**config.mk**
```make
export PLATFORM = sky130hd
export DESIGN_NAME = ansi_decoder
export DESIGN_NICKNAME = d
export VERILOG_FILES = /design/src/rtl/term_pkg.sv /design/src/rtl/ansi_decoder_csi_param_acc.sv /design/src/rtl/ansi_decoder.sv
export SDC_FILE = /design/constraint.sdc
export NUM_CORES = 1
export LEC_CHECK = 0
export BUFFER_PORTS_ARGS = -buffer_cell sky130_fd_sc_hd__clkbuf_2
export CELL_PAD_IN_SITES_DETAIL_PLACEMENT = 1
export CELL_PAD_IN_SITES_GLOBAL_PLACEMENT = 2
export CORE_MARGIN = 1
export CORE_UTILIZATION = 38
export CTS_CLUSTER_DIAMETER = 100
export CTS_CLUSTER_SIZE = 16
export DETAILED_ROUTE_END_ITERATION = 8
export PLACE_DENSITY_LB_ADDON = 0.1
export SETUP_SLACK_MARGIN = 0.4
export SLEW_MARGIN = 20
export SYNTH_ARGS = -nofsm -noshare
export SYNTH_HDL_FRONTEND = slang
export SYNTH_SLANG_ARGS = --single-unit
```
**constraint.sdc**
```tcl
create_clock -name clk -period 4.85 [get_ports clk]
set_clock_uncertainty 0.2 [all_clocks]
set_input_delay 0.485 -clock clk [delete_from_list [all_inputs] [get_ports clk]]
set_output_delay 0.485 -clock clk [all_outputs]
set_load 0.1 [all_outputs]
```
**src/rtl/term_pkg.sv**
```systemverilog
// Shared terminal definitions: ASCII control codes, screen geometry defaults
// and the escape-parser state encoding used by the terminal blocks.
package term_pkg;

  localparam int COLS_DEF   = 80;
  localparam int ROWS_DEF   = 24;
  localparam int COL_W_DEF  = 7;
  localparam int ROW_W_DEF  = 5;
  localparam int ADDR_W_DEF = 11;

  localparam logic [7:0] ASCII_ESC      = 8'h1B;
  localparam logic [7:0] ASCII_CR       = 8'h0D;
  localparam logic [7:0] ASCII_LF       = 8'h0A;
  localparam logic [7:0] ASCII_BS       = 8'h08;
  localparam logic [7:0] ASCII_SP       = 8'h20;
  localparam logic [7:0] ASCII_LBRACKET = 8'h5B;

  typedef enum logic [1:0] {
    ST_GROUND,
    ST_ESC,
    ST_CSI,
    ST_CLEAR
  } term_state_e;

  function automatic logic is_printable(input logic [7:0] b);
    return (b >= 8'h20) && (b <= 8'h7E);
  endfunction

  function automatic logic is_digit(input logic [7:0] b);
    return (b >= 8'h30) && (b <= 8'h39);
  endfunction

  // CSI final bytes live in 0x40..0x7E.
  function automatic logic is_final(input logic [7:0] b);
    return (b >= 8'h40) && (b <= 8'h7E);
  endfunction

endpackage

```
**src/rtl/ansi_decoder_csi_param_acc.sv**
```systemverilog
// Two saturating decimal CSI parameter accumulators with index and digit-seen
// flags; the *_eff outputs apply the "missing or zero means 1" default.
module csi_param_acc
  import term_pkg::*;
(
  input  logic       clk,
  input  logic       rst,
  input  logic       clr,
  input  logic       digit_v,
  input  logic [3:0] digit,
  input  logic       sep,
  output logic [7:0] p0_raw,
  output logic       p0_seen,
  output logic [7:0] p0_eff,
  output logic [7:0] p1_eff
);

  logic [7:0] p0_q, p0_d;
  logic [7:0] p1_q, p1_d;
  logic       idx_q, idx_d;
  logic       seen0_q, seen0_d;
  logic       seen1_q, seen1_d;

  // 255*10+9 fits in 12 bits, so the product never wraps before the clamp.
  function automatic logic [7:0] sat_acc(input logic [7:0] p, input logic [3:0] d);
    logic [11:0] t;
    t = ({4'b0, p} * 12'd10) + {8'b0, d};
    return (t > 12'd255) ? 8'd255 : t[7:0];
  endfunction

  always_comb begin
    p0_d    = p0_q;
    p1_d    = p1_q;
    idx_d   = idx_q;
    seen0_d = seen0_q;
    seen1_d = seen1_q;
    if (clr) begin
      p0_d    = '0;
      p1_d    = '0;
      idx_d   = 1'b0;
      seen0_d = 1'b0;
      seen1_d = 1'b0;
    end else if (digit_v) begin
      if (!idx_q) begin
        p0_d    = sat_acc(p0_q, digit);
        seen0_d = 1'b1;
      end else begin
        p1_d    = sat_acc(p1_q, digit);
        seen1_d = 1'b1;
      end
    end else if (sep) begin
      idx_d = 1'b1;
    end
  end

  always_ff @(posedge clk) begin
    if (rst) begin
      p0_q    <= '0;
      p1_q    <= '0;
      idx_q   <= 1'b0;
      seen0_q <= 1'b0;
      seen1_q <= 1'b0;
    end else begin
      p0_q    <= p0_d;
      p1_q    <= p1_d;
      idx_q   <= idx_d;
      seen0_q <= seen0_d;
      seen1_q <= seen1_d;
    end
  end

  assign p0_raw  = p0_q;
  assign p0_seen = seen0_q;
  assign p0_eff  = (!seen0_q || (p0_q == 8'd0)) ? 8'd1 : p0_q;
  assign p1_eff  = (!seen1_q || (p1_q == 8'd0)) ? 8'd1 : p1_q;

endmodule

```
**src/rtl/ansi_decoder.sv**
```systemverilog
// Terminal byte-stream decoder: printable characters become screen-cell writes,
// CR/LF/BS and CSI sequences move the cursor, ESC[2J sweeps the screen with spaces.
module ansi_decoder
  import term_pkg::*;
#(
  parameter int COLS   = COLS_DEF,
  parameter int ROWS   = ROWS_DEF,
  parameter int COL_W  = COL_W_DEF,
  parameter int ROW_W  = ROW_W_DEF,
  parameter int ADDR_W = ADDR_W_DEF
) (
  input  logic              clk,
  input  logic              rst,
  input  logic [7:0]        i_byte,
  input  logic              i_byte_v,
  output logic              o_ready,
  output logic              o_wr_en,
  output logic [ADDR_W-1:0] o_wr_addr,
  output logic [7:0]        o_wr_data,
  output logic [ROW_W-1:0]  o_cur_row,
  output logic [COL_W-1:0]  o_cur_col
);

  localparam logic [ADDR_W-1:0] LAST_ADDR = ADDR_W'(ROWS * COLS - 1);

  // Handshake: a byte transfers on a rising edge where i_byte_v && o_ready;
  // the producer keeps i_byte stable and i_byte_v high until that edge.

  term_state_e       state_q, state_d;
  logic [ROW_W-1:0]  row_q, row_d;
  logic [COL_W-1:0]  col_q, col_d;
  logic              wr_en_q, wr_en_d;
  logic [ADDR_W-1:0] wr_addr_q, wr_addr_d;
  logic [7:0]        wr_data_q, wr_data_d;
  logic              ready_q, ready_d;
  logic [ADDR_W-1:0] clr_addr_q, clr_addr_d;

  logic              accept;
  logic              acc_clr, acc_digit_v, acc_sep;
  logic [7:0]        p0_raw, p0_eff, p1_eff;
  logic              p0_seen;
  logic [ADDR_W-1:0] cur_addr;
  logic              last_col, last_row;
  logic [ROW_W-1:0]  row_next;
  int                cur_r, cur_c, n0, n1;

  csi_param_acc u_params (
    .clk     (clk),
    .rst     (rst),
    .clr     (acc_clr),
    .digit_v (acc_digit_v),
    .digit   (i_byte[3:0]),
    .sep     (acc_sep),
    .p0_raw  (p0_raw),
    .p0_seen (p0_seen),
    .p0_eff  (p0_eff),
    .p1_eff  (p1_eff)
  );

  assign accept   = i_byte_v && ready_q;
  assign cur_addr = (ADDR_W'(row_q) * ADDR_W'(COLS)) + ADDR_W'(col_q);
  assign last_col = (col_q == COL_W'(COLS - 1));
  assign last_row = (row_q == ROW_W'(ROWS - 1));
  assign row_next = last_row ? '0 : row_q + ROW_W'(1);
  assign cur_r    = int'(row_q);
  assign cur_c    = int'(col_q);
  assign n0       = int'(p0_eff);
  assign n1       = int'(p1_eff);

  always_comb begin
    state_d     = state_q;
    row_d       = row_q;
    col_d       = col_q;
    wr_en_d     = 1'b0;
    wr_addr_d   = wr_addr_q;
    wr_data_d   = wr_data_q;
    clr_addr_d  = clr_addr_q;
    acc_clr     = 1'b0;
    acc_digit_v = 1'b0;
    acc_sep     = 1'b0;

    case (state_q)
      ST_GROUND: begin
        if (accept) begin
          if (is_printable(i_byte)) begin
            wr_en_d   = 1'b1;
            wr_addr_d = cur_addr;
            wr_data_d = i_byte;
            if (last_col) begin
              col_d = '0;
              row_d = row_next;
            end else begin
              col_d = col_q + COL_W'(1);
            end
          end else if (i_byte == ASCII_CR) begin
            col_d = '0;
          end else if (i_byte == ASCII_LF) begin
            row_d = row_next;
          end else if (i_byte == ASCII_BS) begin
            col_d = (col_q == '0) ? '0 : col_q - COL_W'(1);
          end else if (i_byte == ASCII_ESC) begin
            state_d = ST_ESC;
          end
        end
      end

      ST_ESC: begin
        if (accept) begin
          if (i_byte == ASCII_LBRACKET) begin
            state_d = ST_CSI;
            acc_clr = 1'b1;
          end else begin
            state_d = ST_GROUND;
          end
        end
      end

      ST_CSI: begin
        if (accept) begin
          if (is_digit(i_byte)) begin
            acc_digit_v = 1'b1;
          end else if (i_byte == ";") begin
            acc_sep = 1'b1;
          end else if (i_byte == ASCII_ESC) begin
            state_d = ST_ESC;
          end else if (is_final(i_byte)) begin
            state_d = ST_GROUND;
            case (i_byte)
              "H", "f": begin
                row_d = ROW_W'((n0 >= ROWS) ? ROWS - 1 : n0 - 1);
                col_d = COL_W'((n1 >= COLS) ? COLS - 1 : n1 - 1);
              end
              "A": row_d = ROW_W'((n0 >= cur_r) ? 0 : cur_r - n0);
              "B": row_d = ROW_W'((cur_r + n0 >= ROWS - 1) ? ROWS - 1 : cur_r + n0);
              "C": col_d = COL_W'((cur_c + n0 >= COLS - 1) ? COLS - 1 : cur_c + n0);
              "D": col_d = COL_W'((n0 >= cur_c) ? 0 : cur_c - n0);
              "J": begin
                // Only an explicit "2" clears; a defaulted parameter does not.
                if (p0_seen && (p0_raw == 8'd2)) begin
                  state_d    = ST_CLEAR;
                  clr_addr_d = '0;
                end
              end
              default: ;
            endcase
          end
        end
      end

      ST_CLEAR: begin
        wr_en_d   = 1'b1;
        wr_addr_d = clr_addr_q;
        wr_data_d = ASCII_SP;
        if (clr_addr_q == LAST_ADDR) begin
          state_d    = ST_GROUND;
          row_d      = '0;
          col_d      = '0;
          clr_addr_d = '0;
        end else begin
          clr_addr_d = clr_addr_q + ADDR_W'(1);
        end
      end

      default: state_d = ST_GROUND;
    endcase

    ready_d = (state_d != ST_CLEAR);
  end

  always_ff @(posedge clk) begin
    if (rst) begin
      state_q    <= ST_GROUND;
      row_q      <= '0;
      col_q      <= '0;
      wr_en_q    <= 1'b0;
      wr_addr_q  <= '0;
      wr_data_q  <= '0;
      ready_q    <= 1'b1;
      clr_addr_q <= '0;
    end else begin
      state_q    <= state_d;
      row_q      <= row_d;
      col_q      <= col_d;
      wr_en_q    <= wr_en_d;
      wr_addr_q  <= wr_addr_d;
      wr_data_q  <= wr_data_d;
      ready_q    <= ready_d;
      clr_addr_q <= clr_addr_d;
    end
  end

  assign o_ready   = ready_q;
  assign o_wr_en   = wr_en_q;
  assign o_wr_addr = wr_addr_q;
  assign o_wr_data = wr_data_q;
  assign o_cur_row = row_q;
  assign o_cur_col = col_q;

endmodule

```
Word-level counts from Yosys, hierarchy flattened:

Index checks and enable logic that the tools add are counted.

* output and inout port bits: 33
* memories kept: 0
* logic and storage cells: 191
* latch bits: 0
* RAM bits: 0
* bits in read-only memories: 0
* input bits: 11
* bits in registers: 65

* divide/modulo/power cells: 0
* multipliers: 3
* add/subtract/negate cells: 13
* eq/ne operators: 38
* bitwise gates (word level): 2
* $lt $le $gt $ge: 13
* shift-type cells: 0
* reduce and logical (&&, ||, !) cells: 25
* muxes and demuxes: 84

Operator list (count)
* 7-bit two-way mux: 16
* 11-bit two-way mux: 10
* 5-bit two-way mux: 15
* 8-bit by 7-bit equality test with 1-bit output (second input constant): 8
* 8-bit two-way mux: 6
* 11-bit case mux with 2 select lines: 2
* 7-bit case mux with 3 select lines: 2
* 2-bit two-way mux: 16
* 5-bit case mux with 3 select lines: 2
* 12-bit by 4-bit adder with 12-bit output: 2
* 8-bit by 4-bit equality test with 1-bit output (second input constant): 3
* 12-bit by 8-bit greater-than comparator with 1-bit output (second input constant): 2
* 8-bit by 3-bit multiplier with 11-bit output (second input constant): 2
* 2-bit inequality test (second input constant): 11
* 8-bit by 6-bit greater-or-equal comparator with 1-bit output (second input constant): 2
* 8-bit by 7-bit greater-or-equal comparator with 1-bit output (second input constant): 2
* 8-bit zero test: 2
* 8-bit case mux with 2 select lines: 1
* 7-bit by 1-bit subtractor with 7-bit output (second input constant): 2
* 1-bit two-way mux: 12
* 12-bit AND reduction: 1
* 11-bit by 1-bit adder with 11-bit output (second input constant): 1
* 11-bit by 7-bit adder with 11-bit output: 1
* 11-bit equality test (second input constant): 1
* other kinds (40): 56

Longest topological paths before layout:

Gate-level depths: netlist of the first run.

* depth in word-level cells: 13
* gate-level depth with buffers: 13
* depth with buffers taken out: 13

By module:

From an unflattened synthesis of the first run, not the netlist that was laid out.

* cells, all modules: 833
* area total of the unflattened synthesis: 6666.4 sq um

Modules (own cells, without submodules)
* ansi_decoder: instances 1, cells an instance 638, seq. area each 920.9 sq um, area each 4949.7 sq um
* csi_param_acc: instances 1, cells an instance 195, seq. area each 380.4 sq um, area each 1716.6 sq um

Worst setup path after synthesis of the first run:

Ideal clock, no wire load.

* kind: register to register
* from: register u_params.p0_q[5], in the netlist u_params.p0_raw[5]
* to: register col_q[3], in the netlist o_cur_col[3]
* required time: 4.519 ns
* buffers on the path: 0
* cell stages (with the launch flop): 14
* slack: 0.507 ns
* arrival: 4.011 ns
* clock period less this slack: 4.343 ns
* setup time: 0.131 ns
* path through: dfxtp_1 or3_4 or3_4 o311ai_0 ha_1 inv_1 fa_1 o21ba_2 nor2_1 a21o_1 xnor2_1 o41a_1 o41ai_1 a31oi_1

* word-level cells in the longest chain between the ends: 13
* elaborated cells on any way between the ends: 16
* those cells by class: add/sub: 2; order compare: 2; mux: 10; reduce/logical: 2

RTL lines
* start: declaration: RTL line ansi_decoder_csi_param_acc.sv:18 `logic [7:0] p0_q, p0_d;`
* start signal: assignment: RTL line ansi_decoder_csi_param_acc.sv:64 `p0_q <= p0_d;`
* 8-bit zero test: RTL line ansi_decoder_csi_param_acc.sv:74 `assign p0_eff = (!seen0_q || (p0_q == 8'd0)) ? 8'd1 : p0_q;`
* 1-bit logical OR: RTL line ansi_decoder_csi_param_acc.sv:74
* 8-bit two-way mux *: RTL line ansi_decoder_csi_param_acc.sv:74
* 7-bit by 8-bit adder with 9-bit output: RTL line ansi_decoder.sv:135 `"C": col_d = COL_W'((cur_c + n0 >= COLS - 1) ? COLS - 1 : cur_c + n0);`
* 9-bit by 7-bit greater-or-equal comparator with 1-bit output: RTL line ansi_decoder.sv:135
* 7-bit two-way mux: RTL line ansi_decoder.sv:135
* 7-bit case mux with 3 select lines *: RTL line ansi_decoder.sv:128 `case (i_byte)`
* 7-bit two-way mux *: RTL line ansi_decoder.sv:126 `end else if (is_final(i_byte)) begin`
* 7-bit two-way mux *: RTL line ansi_decoder.sv:124 `end else if (i_byte == ASCII_ESC) begin`
* 7-bit two-way mux *: RTL line ansi_decoder.sv:122 `end else if (i_byte == ";") begin`
* 7-bit two-way mux *: RTL line ansi_decoder.sv:120 `if (is_digit(i_byte)) begin`
* 7-bit two-way mux *: RTL line ansi_decoder.sv:119 `if (accept) begin`
* 7-bit case mux with 3 select lines *: RTL line ansi_decoder.sv:82 `case (state_q)`
* end signal: assignment: RTL line ansi_decoder.sv:183 `col_q <= col_d;`
* end: declaration: RTL line ansi_decoder.sv:31 `logic [COL_W-1:0] col_q, col_d;`

Every way passes the cells marked *; elsewhere a longest branch is shown, timed or not. The select of a mux whose other input is x is not followed.
A chain may end at the register's enable or synchronous reset.

Worst setup path in the final report of the first run:

Ends and elaborated chain as after synthesis.

==> run summary, run 1 <==
status -> complete, no violations
LEAKAGE -> 3.110 nW
top cell type's share of synthesized area -> 20.06%
TritonCTS clock tree -> yes
Yosys top cell by area -> dfxtp_1
minimum clock period -> 4.189 ns
Min Hold Slack -> 0.2572 ns
die height -> 132.7 um
WP data required -> 4.86 ns
setup TNS -> 0 ns
largest net degree at the start of global routing -> 34
syn nets -> 901
Sw Ratio -> 32.24%
Tot GR Track Use -> 25.28%
RSZ-0062 raised after global routing -> true
Hold WC Path Type -> flop to flop
I/O pin count -> 44
dpl cells -> 1,034
commonest non-fill, non-tap cells in the layout -> 80 x ha_1, 65 x dfxtp_1, 64 x nand2_1, 64 x nor2_1, 56 x a21oi_1
DIE WIDTH -> 132.7 um
Longest Clk Path Bufs -> 2
area of the die -> 17,600 um^2
number of enable flip-flop cells after synthesis -> 0
HPWL after DPL -> 16,950 um
row count -> 47
Min-Delay Startpoint -> o_wr_addr[10]
post-CTS setup buffer count -> 0
final period utilization -> 86.37%
Final Hold Fails -> 0
number of synthesized register bits -> 65
later-pin clock latency in the skew report -> 0.34 ns
Core ar. -> 16,640 um^2
r2r startpoint -> u_params.p0_raw[5]
Resized Gates After CTS -> 0
Max Cap Viol -> 0
Psw -> 504.6 uW
Max Transition Viols Final -> 0
WL final -> 21,540 um
Synth Warn # -> 0
vias in the first global route -> 6,505
initial drt markers -> 307
sequential area share after synthesis -> 20.06%
Final Util -> 43.33%
total gr overflow -> 0
Synth async-reset ratio -> 0%
# port buffers -> 43
drt wl/cell -> 20.54 um
Reg power frac -> 36.3%
cts bufs inserted -> 9
top_reg_cell synth -> dfxtp_1
clock root buffer -> clkbuf_16
initial core utilization -> 38.97%
commonest non-fill, non-tap cell in the layout -> ha_1
fraction of layout cells with a size suffix above 1 -> 12.79%
clock power share -> 42.8%
CP Launch Type -> flop
Post-Syn Area -> 6486 um^2
TritonCTS Sinks -> 65
Post-Synthesis Cells -> 800
crit path max fanout -> 10
Reg clk slew, reported paths -> 0.06 ns
number of diodes -> 0
drt drc -> 0
largest cells by area after synthesis -> dfxtp_1 20%, ha_1 15%, a21oi_1 4.3%
final cell count without fillers -> 1,049
Worst Max-Slew Pin Slew -> 0.8470 ns
crit path from -> u_params.p0_raw[5]
final setup fails -> 0
Yosys cell types -> 82
Comb pwr share -> 20.9%
Worst VDD drop -> 0.1589 mV
H-tree depth -> 3
area grow syn2layout -> 11.17%
DRT Pass-1 Iters -> 5
# nets final -> 926
global-route wire length before repair -> 35,220 um
Arrival @ worst endpoint -> 4.20 ns
CP endpoint kind -> flop
cts-stage hold buffer count -> 0
RePlAce Congestion -> 0.8690
syn_area_per_cell -> 8.108 um^2
antenna viol nets, final -> 0
Max Clk Rate -> 238.7 MHz
worst setup path class -> flop to flop
initial antenna violation count -> 0
Vias -> 6,329
max_slew headroom -> 43.01%
cell area power density -> 217.0 nW/um^2
cell internal pwr -> 1.060 mW
vias per inst -> 6.033
## registers in the layout, summed over array words and instances (netlist names)
signal	cells
u_params.p0_raw	8
o_ready	1
u_params.idx_q	1
clr_addr_q	11
u_params.p0_seen	1
o_cur_row	5
o_wr_data	8
o_wr_en	1
u_params.seen1_q	1
state_q	2
o_cur_col	7
o_wr_addr	11
u_params.p1_q	8
## cells by family after synthesis
logic type / after synthesis / share of synthesized area (%)
buf+inv: 80 / 4.687
fa+ha+maj: 90 / 18.52
mux: 10 / 1.582
xor+xnor: 40 / 5.401
compound gates: 261 / 28.99
flops: 65 / 20.06
simple gates: 254 / 20.76
## area by class of cell
| cell class | instances | area [um^2] |
|---|---|---|
| Clock buffer | 11 | 252.7 |
| Clock inverter | 4 | 52.55 |
| Fill cell | 2008 | 9432 |
| Inverter | 40 | 150.1 |
| Multi-Input combinational cell | 655 | 4881 |
| Sequential cell | 65 | 1301 |
| Tap cell | 220 | 275.3 |
| Timing Repair Buffer | 54 | 297.8 |
## path summary, 6_finish.rpt
kind,slack [ns],cells past startpoint,end
worst max-delay path,0.66,14,o_cur_col[3]
worst min-delay path,0.26,2,o_wr_addr[10]
worst max register to register,0.66,14,o_cur_col[3]
worst min register to register,0.26,2,o_wr_addr[10]
## worst max-delay path, cell delays in order (launching register included)
cell      delay [ns]
dfxtp_1         0.41
or3_4           0.46
or3_4           0.40
o311ai_0        0.29
buf_4           0.23
ha_1            0.18
inv_1           0.06
fa_1            0.40
o21ba_2         0.24
nor2_1          0.12
a21o_1          0.11
xnor2_1         0.08
o41a_1          0.39
o41ai_1         0.37
a31oi_1         0.12
## stage by stage
step	total power, mW	cell area [um^2]	setup slack (ns)
floorplan	0.8188	6486	0.5074
global placement	0.8985	6905	0.7315
detailed placement	0.9045	6905	0.6473
CTS	1.577	7211	0.6406
global route	1.634	7211	0.3711
finish	1.565	7211	0.6612
## Yosys cell counts, drive strengths merged, types with 10 or more instances
cell type	n
a211oi	10
fa	10
nor3b	10
xnor2	22
clkbuf	37
nand3	18
inv	39
o221a	18
and2	10
nor3	10
o21a	11
a21oi	56
a21o	19
o21ai	42
nor2	65
a31oi	14
dfxtp	65
and3	10
xor2	18
nand2	64
ha	80
## per-layer routing
metal  share of wire [%]  GRT usage [%]  wire [um]  up-vias
li1                    -              -          -     3050
met1                  46          32.49      10010     3130
met2                  49          43.60      10510      113
met3                 2.5          3.448        549       36
met4                 2.2          7.854        473        0
met5                   0              0          0        -
## power by group through the flow
stage	logic [mW]	registers, mW	clock network [mW]
4_1_cts	0.326	0.569	0.683
6_report	0.326	0.569	0.670
3_5_place_dp	0.324	0.580	0
3_3_place_gp	0.319	0.579	0
2_1_floorplan	0.166	0.653	0
5_1_grt	0.350	0.571	0.713
Power figures use the tool's default switching activity.
==> run 2: changes to the inputs <==
--- a/config.mk
+++ b/config.mk
@@ -13,7 +13,9 @@
 export CTS_CLUSTER_DIAMETER = 100
 export CTS_CLUSTER_SIZE = 16
 export DETAILED_ROUTE_END_ITERATION = 8
+export GPL_TIMING_DRIVEN = 0
 export PLACE_DENSITY_LB_ADDON = 0.1
+export RECOVER_POWER = 100
 export SETUP_SLACK_MARGIN = 0.4
 export SLEW_MARGIN = 20
 export SYNTH_ARGS = -nofsm -noshare
==> run 2 against run 1 <==
  * The run now ends with max-capacitance violations, max-slew violations left
  * Register-to-register slack lost 0.21 ns
  * Via count increased by 2.9%
  * Critical path depth is the same
  * Sequential power shrank 0.9%
  * Global-route usage is 0.77 points higher
  * Worst hold slack barely moved
  * First-iteration DRC count grew 18%
  * Clock power fell by 2%
  * Core utilization grew 0.053 points
  * Setup slack worse by 0.21 ns
  * Clock-buffer cell count shrank 1
  * Critical endpoint is now o_cur_col[1]
  * Largest power group unchanged
  * Highest routed layer unchanged
==> run summary, run 2 (same netlist as run 1, synthesis figures left out) <==
met3 GRT Util -> 3.793% (+0.34 points)
Hold Crit Depth -> 2 (unchanged)
endpoint of the worst hold path -> o_wr_addr[8]
initial core utilization -> 38.97% (unchanged)
r2r startpoint -> u_params.p0_raw[6]
commonest non-fill, non-tap cells in the layout -> 80 x ha_1, 74 x clkbuf_1, 64 x nor2_1, 64 x dfxtp_1, 63 x nand2_1
largest net degree at the start of global routing -> 13 (-62%)
final setup fails -> 0 (unchanged)
minimum clock period -> 4.396 ns (+0.2070 ns)
fraction of layout cells with a size suffix above 1 -> 7.001% (-5.8 points)
Register-to-Register Path Depth -> 14 (unchanged)
crit-path cells -> or3_1 -> or3_4 -> o311ai_4 -> clkbuf_1 -> ha_1 -> inv_1 -> fa_1 -> o21ba_1 -> nor2_1 -> a21o_1 -> xnor2_1 -> o41a_1 -> o311ai_1 -> a31oi_1
drt drc -> 0 (unchanged)
Reg clk slew, reported paths -> 0.06 ns (about the same)
Final Util -> 43.38% (+0.053 points)
Tot GR Track Use -> 26.04% (+0.77 points)
H-tree depth -> 3 (unchanged)
Arrival @ worst endpoint -> 4.41 ns (+0.21 ns)
Worst Max-Slew Pin Slew -> 1.945 ns (+1.098 ns)
global-route wire length before repair -> 36,360 um (+3.2%)
area of the die -> 17,600 um^2 (unchanged)
initial antenna violation count -> 0 (unchanged)
clock root buffer -> clkbuf_16
Min-Delay Startpoint -> o_wr_addr[8]
status -> complete, but fails checks
DRT Pass-1 Iters -> 5 (unchanged)
most used routing layer -> met2
Longest Clk Path Bufs -> 2 (unchanged)
CP endpoint kind -> flop
total gr overflow -> 0 (unchanged)
antenna viol nets, final -> 0 (unchanged)
met2 Usage GRT -> 45.09% (+1.5 points)
post-CTS setup buffer count -> 0 (unchanged)
DIE WIDTH -> 132.7 um (unchanged)
crit path max fanout -> 6 (-4)
failing checks -> max-capacitance violations, max-slew violations
HPWL after DPL -> 17,670 um (+4.3%)
later-pin clock latency in the skew report -> 0.34 ns (about the same)
max_slew headroom -> -31.34% (-74 points)
Bufs and invs on worst path -> 2 (unchanged)
drt wl/cell -> 20.60 um (+0.29%)
Hold WC Path Type -> flop to flop
# nets final -> 953 (+2.9%)
Final Hold Fails -> 0 (unchanged)
WL final -> 22,180 um (+3.0%)
cts-stage hold buffer count -> 0 (unchanged)
area grow syn2layout -> 11.30%
number of diodes -> 0 (unchanged)
initial drt markers -> 362 (+18%)
cts bufs inserted -> 9 (unchanged)
I/O pin count -> 44 (unchanged)
placed cell area -> 6967 um^2 (+0.89%)
Design Area, Final -> 7219 um^2 (+0.12%)
CP peak stage delay -> 0.46 ns (about the same)
Max Cap Viol -> 1 (+1)
R2R Path End -> o_cur_col[1]
WP data required -> 4.86 ns (about the same)
worst setup path class -> flop to flop
Worst path slowest cell -> or3_1
vias in the first global route -> 6,787 (+4.3%)
TritonCTS Sinks -> 65 (unchanged)
Core ar. -> 16,640 um^2 (unchanged)
RSZ-0062 raised after global routing -> true
die height -> 132.7 um (unchanged)
TritonCTS clock tree -> yes
cell area power density -> 214.6 nW/um^2 (-1.1%)
Max Clk Rate -> 227.5 MHz (-4.7%)
Vias -> 6,510 (+2.9%)
Worst VDD drop -> 0.1536 mV (-3.4%)
LEAKAGE -> 2.994 nW (-3.7%)
Max Transition Viols Final -> 11 (+11)
RePlAce Congestion -> 0.8669 (-0.24%)
commonest non-fill, non-tap cell in the layout -> ha_1
Reg2Reg Setup Slack -> 0.45 ns (-0.21 ns)
Crit path max-delay family -> compound AO/OA/AOI/OAI gates
CP Launch Type -> flop
met1 Track Usage GR -> 32.82% (+0.33 points)
row count -> 47 (unchanged)
vias per inst -> 6.045 (+0.19%)
final period utilization -> 90.63% (+4.3 points)
# port buffers -> 40 (-7.0%)
-- run 2: changes by cell type in the layout (fill, tap and decap cells not counted), sizes merged --
cell / change
buf: -8
clkinvlp: -2
clkinv: +4
clkbuf: +34
-- run 2: power breakdown --
part,internal (mW),leakage (nW),switching [mW],total [mW]
Sequential,0.547,0.527,0.0174,0.564
Combinational,0.0875,2.32,0.243,0.330
Clock,0.400,0.143,0.256,0.655
Total,1.03,2.99,0.516,1.55
-- run 2: worst max path at each step --
stage / start / to / slack [ns] / depth (start not counted)
6_report: u_params.p0_raw[6] / o_cur_col[1] / 0.45 / 14
5_1_grt: u_params.p0_raw[6] / o_cur_col[0] / 0.22 / 13
4_1_cts: u_params.p0_raw[5] / o_cur_col[3] / 0.45 / 14
3_5_place_dp: u_params.p0_raw[5] / o_cur_col[3] / 0.16 / 14
3_3_place_gp: u_params.p0_raw[5] / o_cur_col[3] / -0.65 / 13
2_1_floorplan: u_params.p0_raw[5] / o_cur_col[3] / 0.51 / 13
-- run 2: worst register-to-register path, stage by stage, from the launching register on --
cell and delay, ns:
dfxtp_1 0.40, or3_1 0.47, or3_4 0.43, o311ai_4 0.31, clkbuf_1 0.30, ha_1 0.23, inv_1 0.06, fa_1 0.41
o21ba_1 0.22, nor2_1 0.13, a21o_1 0.12, xnor2_1 0.11, o41a_1 0.43, o311ai_1 0.34, a31oi_1 0.13
-- run 2: repair_timing --
| action | 4_1_cts | 5_1_grt |
|---|---|---|
| gates resized for setup | 5 | 7 |
| pin swaps | 0 | 1 |
| setup endpoints to repair | 10 | 10 |
-- run 2: layout make-up --
cell class	instances	area [um^2]
fill	2085	9423
multi-input combinational	655	4880
sequential	65	1303
tap	220	275.3
clock buffer	10	229.0
timing repair buffer	41	158.9
buffer	40	155.1
inverter	40	150.1
clock inverter	6	68.82
-- run 2: metrics by stage --
step	hold WS, ns	instances	TNS [ns]	total power [mW]	setup slack [ns]
final	0.2575	1077	0	1.550	0.4542
after global routing	0.2780	1077	0	1.619	0.2172
after CTS	0.2629	1077	0	1.569	0.4533
after detailed placement	0.2536	1061	0	0.9062	0.1556
after global placement	0.2392	1060	-5.443	0.9003	-0.6547
after floorplan	0.2547	800	0	0.8188	0.5074
-- run 2: layer usage --
layer / vias to the layer above / part of all wire, % / wire length, um
met2: 117 / 49 / 10950
li1: 3108 / - / -
met1: 3254 / 45 / 10060
met5: - / 0 / 0
met3: 31 / 3.3 / 734
met4: 0 / 2.0 / 439
==> run 3: changes to the inputs <==
--- a/config.mk
+++ b/config.mk
@@ -17,7 +17,7 @@
 export PLACE_DENSITY_LB_ADDON = 0.1
 export RECOVER_POWER = 100
 export SETUP_SLACK_MARGIN = 0.4
-export SLEW_MARGIN = 20
 export SYNTH_ARGS = -nofsm -noshare
 export SYNTH_HDL_FRONTEND = slang
 export SYNTH_SLANG_ARGS = --single-unit
+export TNS_END_PERCENT = 10
==> constraint.sdc (replaced) <==
create_clock -name clk -period 4.3 [get_ports clk]
set_clock_uncertainty 0.2 [all_clocks]
set_input_delay 0.43 -clock clk [delete_from_list [all_inputs] [get_ports clk]]
set_output_delay 0.43 -clock clk [all_outputs]
set_load 0.1 [all_outputs]
==> run 3 against run 2 <==
  * The run now ends clean
  * Core utilization is 1.6 points higher
  * Non-clock buffer count grew 12
  * Wire length up 3.5%
  * Clock-buffer cell count fell by 1
  * Sequential cell count unchanged
  * Clock power grew 26%
  * Final cell count grew 1.1%
  * Die area stayed put
  * Sequential power up 13%
  * Largest cell class unchanged
==> run summary, run 3 (same netlist as run 1, synthesis figures left out) <==
Core ar. -> 16,640 um^2 (unchanged)
Arrival @ worst endpoint -> 4.09 ns (-0.32 ns)
met1 Track Usage GR -> 33.70% (+0.88 points)
Seq. cell area -> 1306 um^2 (+0.29%)
max_slew headroom -> 21.48% (+53 points)
antenna viol nets, final -> 0 (unchanged)
H-tree depth -> 3 (unchanged)
Longest Clk Path Bufs -> 2 (unchanged)
DRT Pass-1 Iters -> 5 (unchanged)
crit path max fanout -> 3 (-3)
CP Launch Type -> flop
Min-Delay Startpoint -> i_byte[6]
TritonCTS clock tree -> yes
final period utilization -> 93.40% (+2.8 points)
I/O pin count -> 44 (unchanged)
drt wl/cell -> 21.08 um (+2.4%)
initial core utilization -> 38.97% (unchanged)
area of the die -> 17,600 um^2 (unchanged)
Tot GR Track Use -> 26.89% (+0.85 points)
met2 Usage GRT -> 46.96% (+1.9 points)
LEAKAGE -> 3.097 nW (+3.4%)
initial drt markers -> 405 (+12%)
commonest non-fill, non-tap cells in the layout -> 78 x ha_1, 68 x clkbuf_1, 63 x dfxtp_1, 62 x nand2_1, 62 x nor2_1
cell area power density -> 246.3 nW/um^2 (+15%)
area grow syn2layout -> 15.53%
Reg clk slew, reported paths -> 0.06 ns (about the same)
cts bufs inserted -> 9 (unchanged)
WL final -> 22,960 um (+3.5%)
Hold Crit Depth -> 3 (+1)
pre-CTS setup slack -> -0.4299 ns (-0.5855 ns)
met3 GRT Util -> 3.908% (+0.11 points)
final cell count without fillers -> 1,089 (+1.1%)
Worst VDD drop -> 0.1941 mV (+26%)
Vias -> 6,579 (+1.1%)
Sw Ratio -> 33.15% (-0.14 points)
RePlAce Congestion -> 0.8749 (+0.92%)
commonest non-fill, non-tap cell in the layout -> ha_1
clock root buffer -> clkbuf_16
total power -> 1.846 mW (+19%)
HPWL after DPL -> 17,600 um (-0.43%)
Max Clk Rate -> 249.0 MHz (+9.4%)
r2r startpoint -> u_params.p0_raw[6]
DIE WIDTH -> 132.7 um (unchanged)
initial antenna violation count -> 0 (unchanged)
Reg power frac -> 34.5% (-1.9 points)
number of diodes -> 0 (unchanged)
setup slack after layout -> 0.2838 ns (-0.1705 ns)
endpoint of the worst hold path -> o_wr_data[6]
WP data required -> 4.37 ns (-0.49 ns)
Worst Max-Slew Pin Slew -> 1.183 ns (-0.7618 ns)
clock power share -> 44.7% (+2.4 points)
worst setup path class -> flop to flop
largest net degree at the start of global routing -> 14 (+1)
TritonCTS Sinks -> 65 (unchanged)
Comb pwr share -> 20.8% (-0.5 points)
dpl cells -> 1,060 (-0.094%)
RSZ-0062 raised after global routing -> true
global-route wire length before repair -> 37,170 um (+2.2%)
later-pin clock latency in the skew report -> 0.35 ns (about the same)
Max Transition Viols Final -> 0 (-11)
Max Cap Viol -> 0 (-1)
Psw -> 611.9 uW (+19%)
# port buffers -> 40 (unchanged)
most used routing layer -> met2
Hold WC Path Type -> primary input to flop
vias in the first global route -> 6,781 (-0.088%)
Reg2Reg Setup Slack -> 0.28 ns (-0.17 ns)
R2R Path End -> o_cur_col[6]
CP endpoint kind -> flop
fraction of layout cells with a size suffix above 1 -> 11.51% (+4.5 points)
die height -> 132.7 um (unchanged)
final setup fails -> 0 (unchanged)
Register-to-Register Path Depth -> 17 (+3)
total gr overflow -> 0 (unchanged)
row count -> 47 (unchanged)
vias per inst -> 6.041 (about the same)
Multi-input gate area -> 5002 um^2 (+2.5%)
Final Hold Fails -> 0 (unchanged)
drt drc -> 0 (unchanged)
fillers -> 2,015 (-3.4%)
status -> complete, no violations
minimum clock period -> 4.016 ns (-0.3795 ns)
# nets final -> 965 (+1.3%)
cell internal pwr -> 1.234 mW (+19%)
==> run 3: cell types whose count changed in the layout (fill, tap and decap cells not counted), sizes merged <==
| cell | change |
|---|---|
| buf | +14 |
| bufinv | +1 |
| clkbuf | -3 |
| clkinv | -2 |
| inv | +2 |
==> run 3: worst max path at each step <==
stage,start,to,slack [ns],cells after the start
after floorplan,u_params.p0_raw[5],o_cur_col[3],0.42,13
after global placement,u_params.p0_raw[5],o_cur_col[3],-0.34,13
after detailed placement,u_params.p0_raw[5],o_cur_col[3],-0.43,13
after CTS,u_params.p0_raw[6],o_cur_col[3],0.33,14
after global routing,u_params.p0_raw[6],o_cur_col[3],0.16,14
final,u_params.p0_raw[6],o_cur_col[6],0.28,17
==> run 3: per-stage QoR <==
stage	area, um^2	setup TNS, ns	util, %	hold slack, ns
after detailed placement	6969	-1.918	41.88	0.2579
after CTS	7526	0	45.22	0.2256
after floorplan	6494	0	-	0.2547
final	7493	0	45.03	0.2344
after global routing	7493	0	45.03	0.2635
after global placement	6969	-1.594	41.88	0.2383
==> run 3: layer usage <==
| metal | vias to the layer above | wire, um |
|---|---|---|
| met5 | - | 0 |
| met4 | 0 | 549 |
| met3 | 32 | 840 |
| met2 | 117 | 11270 |
| met1 | 3298 | 10310 |
| li1 | 3132 | - |
==> run 3: area by class of cell <==
class | instances | share of cell area [%]
flip-flops and latches | 65 | 17.43
clock buffers | 9 | 3.006
multi-input cells | 655 | 66.76
repair buffers | 53 | 3.607
clock inverters | 7 | 1.369
well taps | 220 | 3.673
inverters | 40 | 2.004
plain buffers | 40 | 2.154
==> run 3: critical path, stage by stage, from the launching register on <==
cell and delay (ns):
dfxtp_1 0.34, or3_4 0.41, or3_4 0.38, o311ai_4 0.23, buf_6 0.16, buf_12 0.11, buf_4 0.11, buf_4 0.11
ha_1 0.17, inv_1 0.06, fa_1 0.46, a211oi_2 0.23, o21bai_1 0.11, a21oi_1 0.20, xnor2_1 0.12, o22ai_1 0.22
o2111ai_1 0.15, a21oi_1 0.18
==> run 3: power by group through the flow <==
stage	combinational (mW)	sequential (mW)	clock (mW)
2_1_floorplan	0.187	0.737	0
3_5_place_dp	0.371	0.650	0
4_1_cts	0.381	0.635	0.844
5_1_grt	0.413	0.638	0.868
3_3_place_gp	0.366	0.649	0
6_report	0.384	0.636	0.825
==> run 3: what timing repair did <==
action,in CTS,in global routing
resized for setup,34,14
setup buffers,13,0
gates cloned,0,0
pin swaps,17,6
endpoints found under the setup margin,12,12
hold buffers,0,0
